==> src/rtl/filter_mode_ctrl.sv <==
// Filter mode controller: applies host mode/threshold requests on video frame edges.
// Optional auto-cycle of modes every FRAMES_PER_MODE frames when FILTER_AUTOCYCLE_EN is defined.
module filter_mode_ctrl #(
  parameter int FRAMES_PER_MODE = 60
) (
  input  logic       CLK,
  input  logic       RST,
  input  logic       VSync,
  input  logic       ReqValid,
  output logic       ReqReady,
  input  logic [2:0] ReqMode,
  input  logic [7:0] ReqThresh1,
  input  logic [7:0] ReqThresh2,
  input  logic       AutoEn,
  output logic [5:0] Display,
  output logic [7:0] Thresh1,
  output logic [7:0] Thresh2,
  output logic [2:0] ModeOut,
  output logic       Busy,
  output logic       Done
);

  typedef enum logic {
    IDLE,
    PENDING
  } state_t;

  state_t     state;
  state_t     state_next;
  logic       vsync_q;
  logic       rel_hold;
  logic       fe;
  logic       accept;
  logic       apply;
  logic       auto_step;
  logic [2:0] auto_mode;
  logic [2:0] shadow_mode;
  logic [7:0] shadow_t1;
  logic [7:0] shadow_t2;

  function automatic logic [5:0] mode_to_display(input logic [2:0] m);
    logic [5:0] d;
    d = 6'b000000;
    case (m)
      3'd1:    d = 6'b000001;
      3'd2:    d = 6'b000010;
      3'd3:    d = 6'b000100;
      3'd4:    d = 6'b001000;
      3'd5:    d = 6'b010000;
      3'd6:    d = 6'b100000;
      default: d = 6'b000000;
    endcase
    return d;
  endfunction

  // rel_hold masks the first cycle after reset so a VSync already high at release is not an edge
  always_ff @(posedge CLK or negedge RST) begin
    if (!RST) begin
      vsync_q  <= 1'b0;
      rel_hold <= 1'b1;
    end else begin
      vsync_q  <= VSync;
      rel_hold <= 1'b0;
    end
  end

  assign fe = VSync & ~vsync_q & ~rel_hold;

  always_ff @(posedge CLK or negedge RST) begin
    if (!RST) begin
      state <= IDLE;
    end else begin
      state <= state_next;
    end
  end

  always_comb begin
    state_next = state;
    accept     = 1'b0;
    apply      = 1'b0;
    case (state)
      IDLE: begin
        if (ReqValid) begin
          accept     = 1'b1;
          state_next = PENDING;
        end
      end
      PENDING: begin
        if (fe) begin
          apply      = 1'b1;
          state_next = IDLE;
        end
      end
      default: state_next = IDLE;
    endcase
  end

  assign ReqReady = (state == IDLE);
  assign Busy     = (state == PENDING);

  // Mode 7 is folded to passthrough at capture so everything downstream only sees 0..6
  always_ff @(posedge CLK or negedge RST) begin
    if (!RST) begin
      shadow_mode <= 3'd0;
      shadow_t1   <= 8'd200;
      shadow_t2   <= 8'd255;
    end else if (accept) begin
      shadow_mode <= (ReqMode == 3'd7) ? 3'd0 : ReqMode;
      shadow_t1   <= ReqThresh1;
      shadow_t2   <= ReqThresh2;
    end
  end

`ifdef FILTER_AUTOCYCLE_EN
  localparam logic [7:0] LastCount = 8'(FRAMES_PER_MODE - 1);

  logic [7:0] frame_cnt;

  // Any host activity or a disabled auto-cycle restarts the frame count from zero
  always_ff @(posedge CLK or negedge RST) begin
    if (!RST) begin
      frame_cnt <= 8'd0;
    end else if ((state != IDLE) || !AutoEn || accept) begin
      frame_cnt <= 8'd0;
    end else if (fe) begin
      frame_cnt <= (frame_cnt == LastCount) ? 8'd0 : frame_cnt + 8'd1;
    end
  end

  assign auto_step = (state == IDLE) && AutoEn && !accept && fe && (frame_cnt == LastCount);
  assign auto_mode = (ModeOut >= 3'd6) ? 3'd0 : ModeOut + 3'd1;
`else
  logic       unused_autoen;
  logic [7:0] unused_frames;

  assign unused_autoen = AutoEn;
  assign unused_frames = 8'(FRAMES_PER_MODE);
  assign auto_step     = 1'b0;
  assign auto_mode     = 3'd0;
`endif

  // All visible settings update together, and only on a frame-edge cycle
  always_ff @(posedge CLK or negedge RST) begin
    if (!RST) begin
      ModeOut <= 3'd0;
      Display <= 6'b000000;
      Thresh1 <= 8'd200;
      Thresh2 <= 8'd255;
      Done    <= 1'b0;
    end else begin
      Done <= apply;
      if (apply) begin
        ModeOut <= shadow_mode;
        Display <= mode_to_display(shadow_mode);
        Thresh1 <= shadow_t1;
        Thresh2 <= shadow_t2;
      end else if (auto_step) begin
        ModeOut <= auto_mode;
        Display <= mode_to_display(auto_mode);
      end
    end
  end

endmodule

==> config.mk <==
export PLATFORM = sky130hd
export DESIGN_NAME = filter_mode_ctrl
export DESIGN_NICKNAME = d
export VERILOG_FILES = /design/src/rtl/filter_mode_ctrl.sv
export SDC_FILE = /design/constraint.sdc
export NUM_CORES = 1
export LEC_CHECK = 0
export CAP_MARGIN = 0
export CELL_PAD_IN_SITES_DETAIL_PLACEMENT = 1
export CELL_PAD_IN_SITES_GLOBAL_PLACEMENT = 1
export CORE_MARGIN = 5
export CORE_UTILIZATION = 35
export DETAILED_ROUTE_END_ITERATION = 16
export PLACE_DENSITY = 0.71
export SYNTH_ARGS = -nofsm -noshare
export SYNTH_HDL_FRONTEND = slang
export SYNTH_SLANG_ARGS = --single-unit
==> constraint.sdc <==
create_clock -name CLK -period 1.94 [get_ports CLK]
set_input_delay 0.582 -clock CLK [delete_from_list [all_inputs] [get_ports CLK]]
set_output_delay 0.582 -clock CLK [all_outputs]
set_load 0.02 [all_outputs]
==> flow_summary_export.csv <==
group,metric,value,unit
place,io_buffers,50,
global_route,grt_first_pass_wirelength,6900,µm
place,post-place-ws,-0.111,ns
worst_setup_path,path_depth,1,
place,gp_congestion,0.710,
status,status,"finished, final reports clean",
power,peakVddDrop,0.561,mV
clocking,clock_latency,0.30,ns
logic_synthesis,syn_avg_cell_area,17.4,µm²
logic_synthesis,ys_warn_count,0,
power,pwr-share-comb,34.9,%
place,dp_hpwl,3020,µm
worst_setup_path,crit_family,"buffers and inverters",
worst_setup_path,crit_path_end_kind,"output pin",
worst_setup_path,critical_path.max_stage_delay,0.62,ns
route,drt_pass1_iterations,4,
logic_synthesis,netlist_area,1950,µm²
die,die_h,84.6,µm
logic_synthesis,yosysTopAreaCellShare,32.1,%
logic_synthesis,yosysSeqAreaShare,63.1,%
cells_and_area,antenna_cells,0,
timing,setup-violations-final,0,
cells_and_area,syn2layout_area_growth,35.8,%
power,intPower,2390,µW
power,power_frac_clock,16.4,%
global_route,grt_use_total,12.3,%
die,dieWidth,84.6,µm
timing,max_freq,0.534,GHz
route,ant_nets,0,
die,core-area,5470,µm²
timing,tns,0,ns
worst_setup_path,r2r_slack,0.54,ns
cells_and_area,fin_util,48.3,%
route,drc,0,
logic_synthesis,syn_nets,136,
global_route,grt_max_degree,26,
worst_setup_path,cp.required,1.36,ns
route,routedWlPerCell,16.9,µm
timing,clock_skew,0.00780,ns
hold_path,hold_path_class,"input pin to asynchronous set/reset pin",
timing,finalCriticalPeriod,1.87,ns
clocking,post_cts.repair.setup_buffers,0,
worst_setup_path,worstPathMaxFanout,2,
global_route,grt.overflow.total,0,
power,power_switching,1040,µW
die,pin_count,52,
power,switching_share,30.4,%
power,p_leak,0.00114,µW
logic_synthesis,yosysTopAreaCell,"dfrtp_1",
worst_setup_path,cp.arrival,1.29,ns
clocking,path_clk_slew,0.09,ns
worst_setup_path,worst_path_max_delay_cell,"clkdlybuf4s50_1",
route,drt-total-wl,4100,µm
die,die_area,7160,µm²
worst_setup_path,path_class,"register to output pin",
timing,hold_viol,0,
clocking,cts_buffers,5,
worst_setup_path,start_kind,"register",
logic_synthesis,yosysUniqueCellTypes,15,
logic_synthesis,synthTopCellsByArea,"dfrtp_1, dfstp_2, mux2_4",
timing,fin_crit_sh,96.5,%
worst_setup_path,path_buf_inv,1,
power,pwr-share-seq,48.7,%
logic_synthesis,netlist_instances,112,
route,vias,1117,
timing,max_slew_margin,63.0,%
die,start_util,35.6,%
cells_and_area,drive_above_1_share,41.5,%
clocking,clk_path_buf_depth,2,
clocking,cts_tree,"done",
worst_setup_path,cp_cell_sequence,"clkdlybuf4s50_1",
timing,setup_ws,0.0686,ns
route,viasPerCell,4.60,
timing,slew_viol_final,0,
power,p_per_area,1300,nW/µm²
clocking,numClockSinks,48,
global_route,grt_pass1_vias,1287,
logic_synthesis,ys_ff_latch,48,
clocking,htreeDepth,2,
route,drt_iter0_drc,16,
timing,rsz0062_at_grt,"no",
global_route,grt_antenna_before_repair,0,
cells_and_area,nets,194,
cells_and_area,n_fill_cell,556,
run,cap_violations,0,
place,place_area,2580,µm²
worst_setup_path,rr_worst_depth,3,
timing,worstMarginPinSlew,0.555,ns
die,rows,27,
clocking,hold_buffers,0,
timing,fin_hold_ws,0.264,ns
cells_and_area,final_common_cell,"clkdlybuf4s50_1",
cells_and_area,final_cell_area,2650,µm²
clocking,root_buffer,"clkbuf_8",
cells_and_area,layout_common_cells,"clkdlybuf4s50_1, dfrtp_1, dfstp_2",
clocking,post_cts_resized,13,
worst reg2reg max path, cell delays in order (launching register included):
cell      delay, ns
dfstp_2        0.52
and4bb_2       0.28
buf_12         0.17
mux2_1         0.32
power by group through the flow:
stage	logic [µW]	registers (µW)	clock network, µW
after floorplan	431	1910	0
after global placement	1260	1660	0
after detailed placement	1300	1700	0
after CTS	1220	1680	600
after global routing	1270	1720	646
final	1200	1670	564
cell usage after synthesis, drive strengths merged:
master,number
a21boi,3
inv,1
dfrtp,25
and4bb,1
nor2b,1
mux2,44
buf,5
conb,1
dfstp,23
nor3b,3
and3b,3
nor2,2
final timing paths:
| check | start | end |
|---|---|---|
| max | Display[3]$_DFFE_PN0P_ | Display[3] |
| min | RST | shadow_mode[0]$_DFFE_PN0P_ |
| max reg2reg | rel_hold$_DFF_PN1_ | ModeOut[2]$_DFFE_PN0P_ |
| min reg2reg | ModeOut[0]$_DFFE_PN0P_ | ModeOut[0]$_DFFE_PN0P_ |
| max in group asynchronous | RST | Thresh1[3]$_DFFE_PN1P_ |
| min in group CLK | ModeOut[0]$_DFFE_PN0P_ | ModeOut[0]$_DFFE_PN0P_ |
layer usage:
| metal | up-vias | global-route usage, % | wire length (µm) |
|---|---|---|---|
| li1 | 501 | - | - |
| met1 | 573 | 15.4 | 1810 |
| met2 | 38 | 20.1 | 1990 |
| met3 | 5 | 4.51 | 261 |
| met4 | 0 | 3.02 | 36 |
| met5 | - | 0 | 0 |
per-stage QoR:
step           instances  power (µW)
6_report             243        3440
3_3_place_gp         235        2930
3_5_place_dp         235        3000
2_1_floorplan        112        2340
4_1_cts              243        3510
5_1_grt              243        3640
state kept, by name (all words and copies together) (netlist names):
| signal | flops |
|---|---|
| ModeOut | 3 |
| shadow_t1 | 8 |
| shadow_t2 | 8 |
| rel_hold | 1 |
| Thresh1 | 8 |
| Done | 1 |
| Thresh2 | 8 |
| vsync_q | 1 |
| Display | 6 |
| shadow_mode | 3 |
| Busy | 1 |
logic make-up after synthesis:
kind of cell	count (synthesis)	share of synthesized area, %
and+or+nand+nor	10	3.85
AOI/OAI and AO/OA	3	1.16
muxes	44	28.9
DFF	48	63.1
other	1	0.192
buffers and inverters	6	2.76
final cells by class:
cell class	instances	area, µm²	area share (%)
multi-input cells	58	667	25.2
flip-flops and latches	48	1230	46.5
repair buffers	56	574	21.7
clock buffers	8	80.1	3.03
well taps	72	90.1	3.41
inverters	1	3.75	0.142
Note: power is estimated with default switching activity, not from simulation.
